`config.mk`:
```
export PLATFORM = sky130hd
export DESIGN_NAME = uart_bus_master
export DESIGN_NICKNAME = d
export VERILOG_FILES = /design/src/rtl/uart_bus_master.sv
export SDC_FILE = /design/constraint.sdc
export NUM_CORES = 1
export LEC_CHECK = 0
export CAP_MARGIN = 20
export CORE_UTILIZATION = 50
export DETAILED_ROUTE_END_ITERATION = 8
export PLACE_DENSITY = 0.78
export SLEW_MARGIN = 20
export SYNTH_ARGS = -nofsm -noshare
export SYNTH_HDL_FRONTEND = slang
export SYNTH_SLANG_ARGS = --single-unit
```
`constraint.sdc`:
```
create_clock -name clk -period 5.7 [get_ports clk]
set_input_delay 0.855 -clock clk [delete_from_list [all_inputs] [get_ports clk]]
set_output_delay 0.855 -clock clk [all_outputs]
set_load 0.005 [all_outputs]
```
`src/rtl/uart_bus_master.sv`:
```
// UART debug bridge: parses 'W'/'R' command frames from the rx byte stream, issues one
// picorv32 native-bus transaction per frame and streams the response back to the tx FIFO.
module uart_bus_master #(
  parameter int BYTE_TIMEOUT = 100000,
  parameter int BUS_TIMEOUT  = 1024
) (
  input  logic        clk,
  input  logic        reset,
  input  logic        rx_valid,
  input  logic [7:0]  rx_data,
  output logic        tx_valid,
  output logic [7:0]  tx_data,
  input  logic        tx_ready,
  output logic        mem_valid,
  input  logic        mem_ready,
  output logic [31:0] mem_addr,
  output logic [31:0] mem_wdata,
  output logic [3:0]  mem_wstrb,
  input  logic [31:0] mem_rdata,
  output logic        drop
);
  localparam int BTW = $clog2(BYTE_TIMEOUT + 1);
  localparam int MTW = $clog2(BUS_TIMEOUT + 1);
  localparam logic [BTW-1:0] BYTE_LAST = BTW'(BYTE_TIMEOUT - 1);
  localparam logic [MTW-1:0] BUS_LAST  = MTW'(BUS_TIMEOUT - 1);
  localparam logic [7:0] CMD_WR  = 8'h57;
  localparam logic [7:0] CMD_RD  = 8'h52;
  localparam logic [7:0] RSP_WOK = 8'h4B;
  localparam logic [7:0] RSP_ROK = 8'h44;
  localparam logic [7:0] RSP_ERR = 8'h45;

  typedef enum logic [2:0] {S_IDLE, S_ADDR, S_DATA, S_BUS, S_RESP} state_t;

  state_t         state_q, state_d;
  logic           is_write_q, is_write_d;
  logic [1:0]     bcnt_q, bcnt_d;
  logic [31:0]    addr_q, addr_d;
  logic [31:0]    wdata_q, wdata_d;
  logic [39:0]    resp_q, resp_d;
  logic [2:0]     rlen_q, rlen_d;
  logic [BTW-1:0] btmo_q, btmo_d;
  logic [MTW-1:0] mtmo_q, mtmo_d;
  logic           drop_q, drop_d;

  logic is_cmd, field_done, byte_expired, bus_expired, tx_fire;

  assign is_cmd       = rx_valid && (rx_data == CMD_WR || rx_data == CMD_RD);
  assign field_done   = rx_valid && (bcnt_q == 2'd3);
  assign byte_expired = !rx_valid && (btmo_q == BYTE_LAST);
  assign bus_expired  = (mtmo_q == BUS_LAST);
  assign tx_fire      = tx_valid && tx_ready;

  always_ff @(posedge clk or posedge reset) begin
    if (reset) state_q <= S_IDLE;
    else       state_q <= state_d;
  end

  always_comb begin
    state_d = state_q;
    unique case (state_q)
      S_IDLE: if (is_cmd) state_d = S_ADDR;
      S_ADDR: begin
        if (field_done)        state_d = is_write_q ? S_DATA : S_BUS;
        else if (byte_expired) state_d = S_IDLE;
      end
      S_DATA: begin
        if (field_done)        state_d = S_BUS;
        else if (byte_expired) state_d = S_IDLE;
      end
      S_BUS:  if (mem_ready || bus_expired)   state_d = S_RESP;
      S_RESP: if (tx_fire && rlen_q == 3'd1)  state_d = S_IDLE;
      default: state_d = S_IDLE;
    endcase
  end

  always_comb begin
    is_write_d = is_write_q;
    bcnt_d     = bcnt_q;
    addr_d     = addr_q;
    wdata_d    = wdata_q;
    resp_d     = resp_q;
    rlen_d     = rlen_q;
    btmo_d     = btmo_q;
    mtmo_d     = '0;
    drop_d     = rx_valid && (state_q == S_BUS || state_q == S_RESP);
    unique case (state_q)
      S_IDLE: if (is_cmd) begin
        is_write_d = (rx_data == CMD_WR);
        bcnt_d     = '0;
        btmo_d     = '0;
      end
      S_ADDR, S_DATA: begin
        if (rx_valid) begin
          btmo_d = '0;
          bcnt_d = bcnt_q + 2'd1;
          if (state_q == S_ADDR) addr_d  = {addr_q[23:0], rx_data};
          else                   wdata_d = {wdata_q[23:0], rx_data};
        end else begin
          btmo_d = btmo_q + BTW'(1);
        end
      end
      S_BUS: begin
        // A completion on the expiry cycle still wins over the timeout.
        if (mem_ready) begin
          resp_d = is_write_q ? {RSP_WOK, 32'h0} : {RSP_ROK, mem_rdata};
          rlen_d = is_write_q ? 3'd1 : 3'd5;
        end else if (bus_expired) begin
          resp_d = {RSP_ERR, 32'h0};
          rlen_d = 3'd1;
        end else begin
          mtmo_d = mtmo_q + MTW'(1);
        end
      end
      S_RESP: if (tx_fire) begin
        resp_d = {resp_q[31:0], 8'h00};
        rlen_d = rlen_q - 3'd1;
      end
      default: ;
    endcase
  end

  always_ff @(posedge clk or posedge reset) begin
    if (reset) begin
      is_write_q <= 1'b0;
      bcnt_q     <= '0;
      addr_q     <= '0;
      wdata_q    <= '0;
      resp_q     <= '0;
      rlen_q     <= '0;
      btmo_q     <= '0;
      mtmo_q     <= '0;
      drop_q     <= 1'b0;
    end else begin
      is_write_q <= is_write_d;
      bcnt_q     <= bcnt_d;
      addr_q     <= addr_d;
      wdata_q    <= wdata_d;
      resp_q     <= resp_d;
      rlen_q     <= rlen_d;
      btmo_q     <= btmo_d;
      mtmo_q     <= mtmo_d;
      drop_q     <= drop_d;
    end
  end

  always_comb begin
    mem_valid = (state_q == S_BUS);
    tx_valid  = (state_q == S_RESP);
    tx_data   = tx_valid ? resp_q[39:32] : 8'h00;
    mem_addr  = addr_q;
    mem_wdata = wdata_q;
    mem_wstrb = (mem_valid && is_write_q) ? 4'hF : 4'h0;
    drop      = drop_q;
  end
endmodule
```
=== Word level (Yosys, flattened, before mapping) ===
Index checks and enable logic that the tools add are counted.
W data, S select, Z words.

* Bits in latches: 0
* RAM bits: 0
* Memories: 0
* Word-level logic and storage cells: 82
* Flip-flop bits (word level): 142
* Memory bits (read-only): 0
* Input bits: 45

* $lt $le $gt $ge: 0
* $add $sub $neg: 4
* Multipliers: 0
* Reductions and logical operators: 22
* Div/mod/pow operators: 0
* Bitwise operators: 1
* Equal/unequal tests: 16
* Shift-type cells: 0
* Mux-type cells: 29

{| class="wikitable"
|+ Operators by type and width
! cell !! number
|-
| $mux W40 || 3
|-
| $pmux W40 S2 || 1
|-
| $mux W36 || 1
|-
| $mux W17 || 2
|-
| $pmux W17 S2 || 1
|-
| $mux W11 || 3
|-
| $mux W3 || 10
|-
| $add A17 B1 Y17 const B || 1
|-
| $eq A17 B17 Y1 const B || 1
|-
| $eq A8 B7 Y1 const B || 2
|-
| $pmux W3 S5 || 1
|-
| $reduce_and A3 Y1 || 5
|-
| $add A11 B1 Y11 const B || 1
|-
| $eq A11 B10 Y1 const B || 1
|-
| $mux W8 || 1
|-
| $logic_and A1 B1 Y1 || 7
|-
| $eq A3 B1 Y1 const B || 2
|-
| $eq A3 B2 Y1 const B || 2
|-
| $ne A2 B1 Y1 const B || 3
|-
| $pmux W3 S2 || 1
|-
| $mux W2 || 2
|-
| $mux W4 || 1
|-
| $ne A2 B2 Y1 const B || 2
|-
| $pmux W2 S2 || 1
|-
| other kinds (13) || 17
|}

=== Longest topological paths before layout ===
Gate-level depths: netlist of the first run.

* Depth in word-level cells: 5
* Mapped depth: 11
* Depth with buffers taken out: 7

=== Worst setup path before layout of the first run ===
No wires, ideal clock.

* Kind: input -> register
* Start: input rx_valid
* End: register btmo_q[8]
* Slack: 3.107 ns
* Required time: 5.622 ns
* Buffers on the path: 1
* Stages: 6
* Data arrival time: 2.515 ns
* Cells stage by stage: or4b_4 nor4_4 buf_6 o21ai_4 or4_1 a21oi_1

* Word-level cells in the longest chain between the ends: 3
* Elaborated cells on any way between the ends: 5
* Classes of those cells: eq/ne (1); mux (2); reduce/logical (2)

{| class="wikitable"
|+ Ends and longest elaborated chain
! what !! RTL line !! source
|-
| start: declaration || 9 || <nowiki>input logic rx_valid,</nowiki>
|-
| $logic_and A1 B1 Y1 || 47 || <nowiki>assign is_cmd = rx_valid && (rx_data == CMD_WR || rx_data == CMD_RD);</nowiki>
|-
| $ne A2 B2 Y1 (no line) || n/a ||
|-
| $reduce_and A2 Y1 (no line) || n/a ||
|-
| end signal: assignment || 140 || <nowiki>btmo_q <= btmo_d;</nowiki>
|-
| end: declaration || 41 || <nowiki>logic [BTW-1:0] btmo_q, btmo_d;</nowiki>
|}

Several ways; a longest one is shown, not always the timed one.
A chain may end at the register's enable or synchronous reset.

=== Worst setup path in the final report of the first run ===
* Start: register state_q[0]
* End: output tx_data[2]

* Word-level cells in the longest chain between the ends: 2

{| class="wikitable"
|+ Ends and longest elaborated chain
! what !! RTL line !! source
|-
| start: declaration || 34 || <nowiki>state_t state_q, state_d;</nowiki>
|-
| start signal: assignment || 55 || <nowiki>else state_q <= state_d;</nowiki>
|-
| $eq A3 B3 Y1 || 148 || <nowiki>tx_valid = (state_q == S_RESP);</nowiki>
|-
| $mux W8 || 149 || <nowiki>tx_data = tx_valid ? resp_q[39:32] : 8'h00;</nowiki>
|-
| end: declaration || 12 || <nowiki>output logic [7:0] tx_data,</nowiki>
|}

Every way passes these cells.

==> results of run 1 <==
-- layout make-up --
| type | count | area, um^2 |
|---|---|---|
| well taps | 168 | 210 |
| clock inverters | 14 | 164 |
| repair buffers | 129 | 1280 |
| inverters | 8 | 35.0 |
| multi-input cells | 358 | 2490 |
| flip-flops and latches | 142 | 3550 |
| clock buffers | 18 | 439 |
| fillers | 888 | 3890 |
-- layer usage --
layer  GRT usage  wire length [um]
met3      0.0686               640
met5           0                 0
met2       0.368              6900
met1       0.294              5810
met4      0.0877               256
-- report_power, final --
group          switching, mW  internal [mW]  total, mW  leakage (nW)
combinational          0.213          0.236      0.450          1.42
clock                  0.439          0.698       1.14         0.292
sequential             0.120           1.19       1.31          1.93
-- placed cells by master, fill, tap and decap left out, types with 4 or more instances in the layout --
cell,netlist,layout
a22o_1,5,5
inv_1,8,6
and2_1,11,11
a22oi_1,24,24
or3_1,5,5
and3_1,5,5
nor4_1,5,5
nor3_1,4,4
xnor2_1,6,6
ha_1,5,5
clkbuf_16,0,17
xor2_1,11,11
o31ai_1,4,4
a21oi_1,14,14
nand3_1,13,13
clkdlybuf4s50_1,0,123
o21ai_0,49,49
nor2_1,29,29
nand2_1,66,66
mux2_2,65,65
clkinv_2,0,5
dfrtp_1,142,142
buf_4,3,5
-- Yosys cell counts, types with 4 or more instances --
master	number	area, um^2
a21oi_1	14	70.1
xor2_1	11	96.3
or3_1	5	31.3
and2_1	11	68.8
clkbuf_1	22	82.6
inv_1	8	30.0
a22oi_1	24	180
o21ai_0	49	245
xnor2_1	6	52.6
mux2_2	65	732
ha_1	5	62.6
a22o_1	5	43.8
nor2_1	29	109
o31ai_1	4	30.0
nand2_1	66	248
buf_1	5	18.8
and3_1	5	31.3
nor4_1	5	31.3
nor3_1	4	20.0
dfrtp_1	142	3550
nand3_1	13	65.1
-- through the flow --
step           cell area [um^2]  hold WS, ps  instances  setup WS (ps)
5_1_grt                    8170          510        837           1970
3_5_place_dp               7550          458        804           1840
4_1_cts                    8160          472        836           1900
6_report                   8170          464        837           2170
3_3_place_gp               7550          454        804           1940
2_1_floorplan              6190          440        542           1040
-- worst max-delay path: stages (launching register included) --
cell	delay, ps
dfrtp_1	510
nor2_1	100
nand2_1	250
clkinv_1	440
buf_8	310
and2_1	180
clkdlybuf4s50_1	470
-- path summary, 6_finish.rpt --
| kind | from | endpoint | cells after the start |
|---|---|---|---|
| max in group asynchronous | reset | mtmo_q[4]$_DFF_PP0_ | 3 |
| min in group asynchronous | reset | mem_wdata[11]$_DFFE_PP0P_ | 2 |
| min | resp_q[32]$_DFFE_PP0P_ | resp_q[32]$_DFFE_PP0P_ | 2 |
| min reg2reg | resp_q[32]$_DFFE_PP0P_ | resp_q[32]$_DFFE_PP0P_ | 2 |
| max reg2reg | state_q[2]$_DFFE_PP0P_ | btmo_q[10]$_DFFE_PP0P_ | 5 |
| max | state_q[0]$_DFFE_PP0P_ | tx_data[2] | 6 |
-- state kept, by name, summed over array words and instances (netlist names), 2 cells and up --
name,flops
bcnt_q,2
btmo_q,17
mem_addr,32
mem_wdata,32
mtmo_q,11
resp_q,40
rlen_q,3
state_q,3
-- logic make-up after synthesis --
logic type	after synthesis	synth area share
AO/OA/AOI/OAI	113	0.117
XOR/XNOR	17	0.0241
adder cells (fa/ha/maj)	5	0.0101
buffers and inverters	42	0.0301
flip-flops	142	0.574
multiplexers	65	0.118
AND/OR/NAND/NOR	158	0.126
==> metrics.txt, run 1 <==
Initial Util 0.513; HPWL after detailed placement 8790 um; Worst-Margin Slew 971 ps; drt total wl 13600 um; largest net degree at the start of global routing 95; layout cell share with drive strength beyond 1 0.172; Die Wd 113 um; Synth Net Count 592; clk_lat worst skew 420 ps; Total Power 2.90 mW; Final min period 3530 ps; RSZ-0062 raised after global routing no; Post-Syn Area 6190 um^2; post-route antenna net violation count 0; Crit path required time 4850 ps; crit end category output port; FFs w/ async S/R, synth 1.00; first-pass GRT wire length 22900 um; total gr overflow 0; setup TNS 0 ps; CTS root buf clkbuf_16; PwrDens 355 nW/um^2; Setup CP Type flop to output port; final net count 706; GP Congestion 0.797; # diodes 0; post-CTS sizing 0; Residual DRC 0; Post-Synthesis Cells 542; PortBufs 123; peak supply drop 213 uV; initial DRC count 404; EDFF count, synth 0; R2R setup slack 2860 ps; Hold Crit Class flop to flop; Post-CTS Setup Bufs 0; yosys synthesis warning count 0; Util after Layout 0.677; crit path DAT 2680 ps; synth unique cells 45; DR pass1 iterations 5; # H-tree levels 4; initial antenna violation count 0; vias post-DR 4555; hold_buf cts 0; # IOs 124; Clk pin slew, worst setup/hold paths 60 ps; die extent in y 113 um; Top FF cell, synth dfrtp_1; CTS Buffer Depth 2; CP Launch Type flop; Max Cap Viol 0; LEAKAGE 3.64 nW; total core area 12100 um^2; CTS Sinks 142; row count 40; Final Setup Violations 0; syn avg cell area 11.4 um^2; DR vias/cell 5.44; cts bufs inserted 17; area grow syn2layout 32.0%; Yosys reg bits 142; Max Slew Vio Count 0; Max-Slew Margin vs Limit 0.346; Fmax 283 MHz; vias in the first global route 4623; Final Hold Fails 0; routed length per instance 16.3 um; crit path max fanout 24; Die ar. 12800 um^2; final worst path period share 0.620; run status finished, final reports clean; Clock Skews 5.93 ps; post-synthesis sequential area ratio 0.574; total track usage 0.230; TritonCTS clock tree built
Power figures use the tool's default switching activity.
==> run 2, diff against run 1 <==
--- a/config.mk
+++ b/config.mk
@@ -6,9 +6,9 @@
 export NUM_CORES = 1
 export LEC_CHECK = 0
 export CAP_MARGIN = 20
-export CORE_UTILIZATION = 50
+export CORE_UTILIZATION = 47
 export DETAILED_ROUTE_END_ITERATION = 8
-export PLACE_DENSITY = 0.78
+export PLACE_DENSITY = 0.77
 export SLEW_MARGIN = 20
 export SYNTH_ARGS = -nofsm -noshare
 export SYNTH_HDL_FRONTEND = slang
==> constraint.sdc (replaced) <==
create_clock -name clk -period 3.2 [get_ports clk]
set_input_delay 0.48 -clock clk [delete_from_list [all_inputs] [get_ports clk]]
set_output_delay 0.48 -clock clk [all_outputs]
set_load 0.005 [all_outputs]
==> run 2 against run 1 <==
Net effect:
- wire length shrank 1.1%
- total power up 75%
- die area is 6.3% higher
- combinational power is 80% higher
- critical path depth decreased by 1
- largest cell class unchanged
- worst setup slack got worse by 1900 ps
- clock power increased by 69%
- hold slack gained 5.7 ps
- core utilization decreased by 3.1 points
==> metrics.txt, run 2 (synthesis gave the netlist of run 1 again) <==
vias in the first global route 4594 (-0.63%); clk_lat worst skew 410 ps (about the same); CTS Sinks 142 (unchanged); setup TNS 0 ps (unchanged); layout cell share with drive strength beyond 1 0.174 (+0.00169); CP Launch Type flop; Post-Place Cells 814 (+1.2%); RSZ-0062 raised after global routing no; crit path DAT 2460 ps (-220 ps); final worst path period share 0.920; die extent in y 117 um (+3.1%); largest net degree at the start of global routing 67 (-29%); Residual DRC 0 (unchanged); PwrDens 617 nW/um^2 (+74%); Worst-Margin Slew 967 ps (-4.12 ps); Final min period 2940 ps; Hold Crit Class flop to flop; final net count 711 (+0.71%); TritonCTS clock tree built; hold_buf cts 0 (unchanged); Post-CTS Setup Bufs 0 (unchanged); max reg flops 40 (unchanged); # H-tree levels 4 (unchanged); routed length per instance 15.9 um (-2.1%); # diodes 0 (unchanged); DR pass1 iterations 4 (-1); Largest Register resp_q; Die ar. 13600 um^2 (+6.3%); Max-Slew Margin vs Limit 0.348 (+0.00277); Setup CP Type flop to output port; PortBufs 123 (unchanged); HPWL after detailed placement 9390 um (+6.9%); Initial Util 0.486 (-0.0266); most common library cell in the layout ignoring fill and taps dfrtp_1; GP Congestion 0.860 (+8.0%); DR vias/cell 5.38 (-1.1%); peak supply drop 289 uV (+36%); initial antenna violation count 0 (unchanged); final cell count without fillers 846 (+1.1%); row count 41 (+2.5%); most frequent cells in the layout 142 x dfrtp_1, 123 x clkdlybuf4s50_1, 66 x nand2_1, 65 x mux2_2, 49 x o21ai_0; run status finished, final reports clean; Max Slew Vio Count 0 (unchanged); total core area 12700 um^2 (+5.5%); post-route antenna net violation count 0 (unchanged); Die Wd 117 um (+3.1%); # IOs 124 (unchanged); total track usage 0.218 (-0.0117); CTS Buffer Depth 2 (unchanged); Hold Startpoint resp_q[32]$_DFFE_PP0P_; initial DRC count 249 (-38%); total gr overflow 0 (unchanged); Final Setup Violations 0 (unchanged); Max Cap Viol 0 (unchanged); Crit path required time 2720 ps (-2130 ps); post-CTS sizing 0 (unchanged); CTS root buf clkbuf_16; first-pass GRT wire length 22600 um (-1.1%); Clk pin slew, worst setup/hold paths 60 ps (about the same); area grow syn2layout 32.9%; LEAKAGE 3.67 nW (+1.0%); drt total wl 13500 um (-1.1%); crit end category output port; Crit Reg-Reg Startpoint state_q[0]$_DFFE_PP0P_; Fmax 340 MHz; vias post-DR 4555 (unchanged); crit path max fanout 16 (-33%); cts bufs inserted 17 (unchanged); Clock Skews 8.64 ps (+2.70 ps); Final Hold Fails 0 (unchanged); crit path from state_q[0]$_DFFE_PP0P_
[run 2: path summary, 6_finish.rpt]
| check | endpoint | cells after the start | slack (ps) |
|---|---|---|---|
| max | tx_data[7] | 5 | 260 |
| min | resp_q[32]$_DFFE_PP0P_ | 2 | 470 |
| max reg2reg | resp_q[8]$_DFFE_PP0P_ | 7 | 550 |
| min reg2reg | resp_q[32]$_DFFE_PP0P_ | 2 | 470 |
| max in group asynchronous | resp_q[11]$_DFFE_PP0P_ | 3 | 1890 |
| min in group asynchronous | mem_addr[28]$_DFFE_PP0P_ | 2 | 540 |
[run 2: report_power, final]
part           internal (mW)  switching, mW  total (mW)
Combinational          0.431          0.379       0.810
Clock                   1.21          0.715        1.93
Sequential              2.13          0.216        2.34
Total                   3.77           1.31        5.08
[run 2: per-layer routing]
layer / part of all wire / track usage / vias to the layer above / routed length [um]
met5: 0 / 0 / - / 0
met4: 0.016 / 0.0987 / 0 / 214
met3: 0.046 / 0.0555 / 16 / 621
met2: 0.51 / 0.348 / 123 / 6920
met1: 0.42 / 0.281 / 2257 / 5710
li1: - / - / 2159 / -
[run 2: stage by stage]
stage | hold slack, ps | instance area, um^2 | total power, mW | worst slack (ps) | utilization
2_1_floorplan | 440 | 6190 | 2.79 | 897 | -
5_1_grt | 484 | 8230 | 5.35 | 84.8 | 0.647
3_3_place_gp | 458 | 7640 | 3.13 | 323 | 0.601
4_1_cts | 474 | 8230 | 5.13 | 264 | 0.647
3_5_place_dp | 460 | 7640 | 3.18 | 291 | 0.601
6_report | 470 | 8230 | 5.08 | 255 | 0.647
[run 2: worst max-delay path, stage by stage (launching register included)]
cell             delay (ps)
dfrtp_1                 490
nor2_1                  170
nand2_1                 210
inv_1                   440
and2_1                  210
clkdlybuf4s50_1         540
[run 2: layout make-up]
type	count	area, um^2
fillers	1012	4500
flip-flops and latches	142	3550
clock buffers	23	478
well taps	172	215
repair buffers	134	1350
multi-input cells	358	2490
inverters	8	33.8
clock inverters	9	109
==> run 3, diff against run 2 <==
--- a/config.mk
+++ b/config.mk
@@ -6,9 +6,11 @@
 export NUM_CORES = 1
 export LEC_CHECK = 0
 export CAP_MARGIN = 20
-export CORE_UTILIZATION = 47
+export CORE_UTILIZATION = 48
+export CTS_BUF_LIST = sky130_fd_sc_hd__clkbuf_8
 export DETAILED_ROUTE_END_ITERATION = 8
-export PLACE_DENSITY = 0.77
+export PLACE_DENSITY = 0.78
+export SKIP_LAST_GASP = 1
 export SLEW_MARGIN = 20
 export SYNTH_ARGS = -nofsm -noshare
 export SYNTH_HDL_FRONTEND = slang
==> run 3 against run 2 <==
Net effect:
- sequential share of layout area up 0.93 points
- sequential cell count unchanged
- maximum frequency down 1.7%
- critical path depth up 1
- wire length up 1.1%
- critical path type unchanged
- largest cell class unchanged
==> metrics.txt, run 3 (synthesis gave the netlist of run 1 again) <==
DP Area 7620 um^2 (-0.26%); Final Instance Area 8050 um^2 (-2.1%); Setup CP Type flop to output port; critical path's largest stage delay 500 ps (-40 ps); Clk pin slew, worst setup/hold paths 80 ps (+20 ps); area grow syn2layout 30.1%; crit path max fanout 17 (+1); CTS Buffer Depth 2 (unchanged); Max Slew Vio Count 0 (unchanged); R2R setup slack 530 ps (-20 ps); LEAKAGE 3.60 nW (-2.1%); most frequent cells in the layout 142 x dfrtp_1, 123 x clkdlybuf4s50_1, 66 x nand2_1, 65 x mux2_2, 49 x o21ai_0; Min-Delay Endpoint resp_q[32]$_DFFE_PP0P_; setup TNS 0 ps (unchanged); Total Power 4.70 mW (-7.4%); Flop pwr share 0.497 (+0.036); final net count 710 (-0.14%); DR vias/cell 5.39 (+0.19%); Max-Slew Margin vs Limit 0.330 (-0.0183); DR pass1 iterations 4 (unchanged); post-route antenna net violation count 0 (unchanged); Max Cap Viol 0 (unchanged); RR Endpoint resp_q[32]$_DFFE_PP0P_; Gate power share 0.173 (+0.014); row count 41 (unchanged); CTS root buf clkbuf_8; TritonCTS clock tree built; fraction of power spent switching nets 0.272 (+0.0138); PwrDens 584 nW/um^2 (-5.4%); drt total wl 13600 um (+1.1%); total core area 12600 um^2 (-0.81%); Int Pwr 3.43 mW (-9.1%); worst setup margin 204 ps (-50.9 ps); Hold Crit Class flop to flop; pre-CTS setup slack 243 ps (-47.3 ps); clk_lat worst skew 450 ps (+40 ps); first-pass GRT wire length 22200 um (-1.7%); Slowest cell on crit path clkdlybuf4s50_1; worst path cell trace nor2_1 -> nand2_1 -> inv_1 -> buf_4 -> and2_1 -> clkdlybuf4s50_1; Final Hold Fails 0 (unchanged); Post-CTS Setup Bufs 0 (unchanged); initial antenna violation count 0 (unchanged); Residual DRC 0 (unchanged); hold_buf cts 0 (unchanged); Final min period 3000 ps (+50.9 ps); peak supply drop 321 uV (+11%); HPWL after detailed placement 9100 um (-3.1%); largest net degree at the start of global routing 143 (+110%); Crit Reg-Reg Startpoint mtmo_q[0]$_DFF_PP0_; Final Setup Violations 0 (unchanged); worst hold path depth 2 (unchanged); # H-tree levels 4 (unchanged); Die Wd 116 um (-1.0%); Crit path required time 2720 ps (about the same); PortBufs 123 (unchanged); crit end category output port; layout cell share with drive strength beyond 1 0.174 (+0.000517); Sw Pwr 1.28 mW (-2.4%); Hold Startpoint resp_q[32]$_DFFE_PP0P_; most common library cell in the layout ignoring fill and taps dfrtp_1; CP Launch Type flop; post-CTS sizing 0 (unchanged); initial DRC count 291 (+17%); total gr overflow 0 (unchanged); Fmax 334 MHz (-1.7%); final worst path period share 0.936 (+0.0159); Largest Register resp_q; max reg flops 40 (unchanged); GP Congestion 0.801 (-6.8%); # diodes 0 (unchanged); R2R cell count 6 (-1); die extent in y 116 um (-1.0%); crit path DAT 2520 ps (+60 ps); run status finished, final reports clean; routed length per instance 16.1 um (+1.3%); cts bufs inserted 17 (unchanged); Worst-Margin Slew 994 ps (+27.2 ps); vias in the first global route 4361 (-5.1%); clock network fraction of total power 0.331 (-0.048); total track usage 0.218 (-0.000319); Die ar. 13400 um^2 (-2.0%); # IOs 124 (unchanged); vias post-DR 4553 (-0.044%); CTS Sinks 142 (unchanged); Clock Skews 9.67 ps (+1.03 ps); Initial Util 0.490 (+0.00395); RSZ-0062 raised after global routing no
## run 3: cell types whose count changed in the layout (fill, tap and decap cells not counted)
cell | previous run | this run
bufinv_16 | 2 | 3
clkinv_4 | 2 | 0
inv_6 | 1 | 2
clkbuf_8 | 3 | 22
clkbuf_1 | 3 | 0
buf_12 | 3 | 2
clkbuf_16 | 17 | 0
clkinvlp_4 | 2 | 3
clkinv_2 | 3 | 1
inv_1 | 7 | 8
## run 3: through the flow
step,hold WS (ps),instances,utilization
floorplan,440,542,-
global placement,452,813,0.604
detailed placement,458,813,0.604
CTS,475,844,0.638
global route,507,844,0.638
finish,474,844,0.638
## run 3: final cells by class
cell class	instances	area (um^2)
multi-input cells	358	2490
well taps	172	215
fillers	1034	4570
repair buffers	133	1330
clock inverters	9	131
clock buffers	22	303
inverters	8	33.8
flip-flops and latches	142	3550
## run 3: critical path: cells and delay by family (launching register included)
kind,cells,cell delay [ps]
AND/OR/NAND/NOR,3,570
buffers and inverters,3,1010
flip-flops,1,490
## run 3: how the worst max path moves through the flow
| stage | cells after the start | end | slack (ps) | startpoint |
|---|---|---|---|---|
| after floorplan | 7 | btmo_q[8]$_DFFE_PP0P_ | 900 | state_q[2]$_DFFE_PP0P_ |
| after global placement | 7 | btmo_q[8]$_DFFE_PP0P_ | 330 | rx_valid |
| after global routing | 5 | tx_data[0] | 50 | state_q[2]$_DFFE_PP0P_ |
| final | 6 | tx_data[0] | 200 | state_q[0]$_DFFE_PP0P_ |
| after CTS | 6 | tx_data[0] | 180 | state_q[0]$_DFFE_PP0P_ |
| after detailed placement | 7 | btmo_q[8]$_DFFE_PP0P_ | 240 | rx_valid |
## run 3: routing by layer
metal,routed length [um],track usage
met4,274,0.0944
met3,634,0.0586
met5,0,0
met1,5990,0.287
met2,6710,0.339
## run 3: power groups by stage
stage / combinational, mW / clock, mW / sequential, mW
floorplan: 0.484 / 0 / 2.31
global placement: 0.781 / 0 / 2.34
detailed placement: 0.815 / 0 / 2.37
CTS: 0.827 / 1.59 / 2.34
global route: 0.919 / 1.66 / 2.39
finish: 0.812 / 1.55 / 2.34
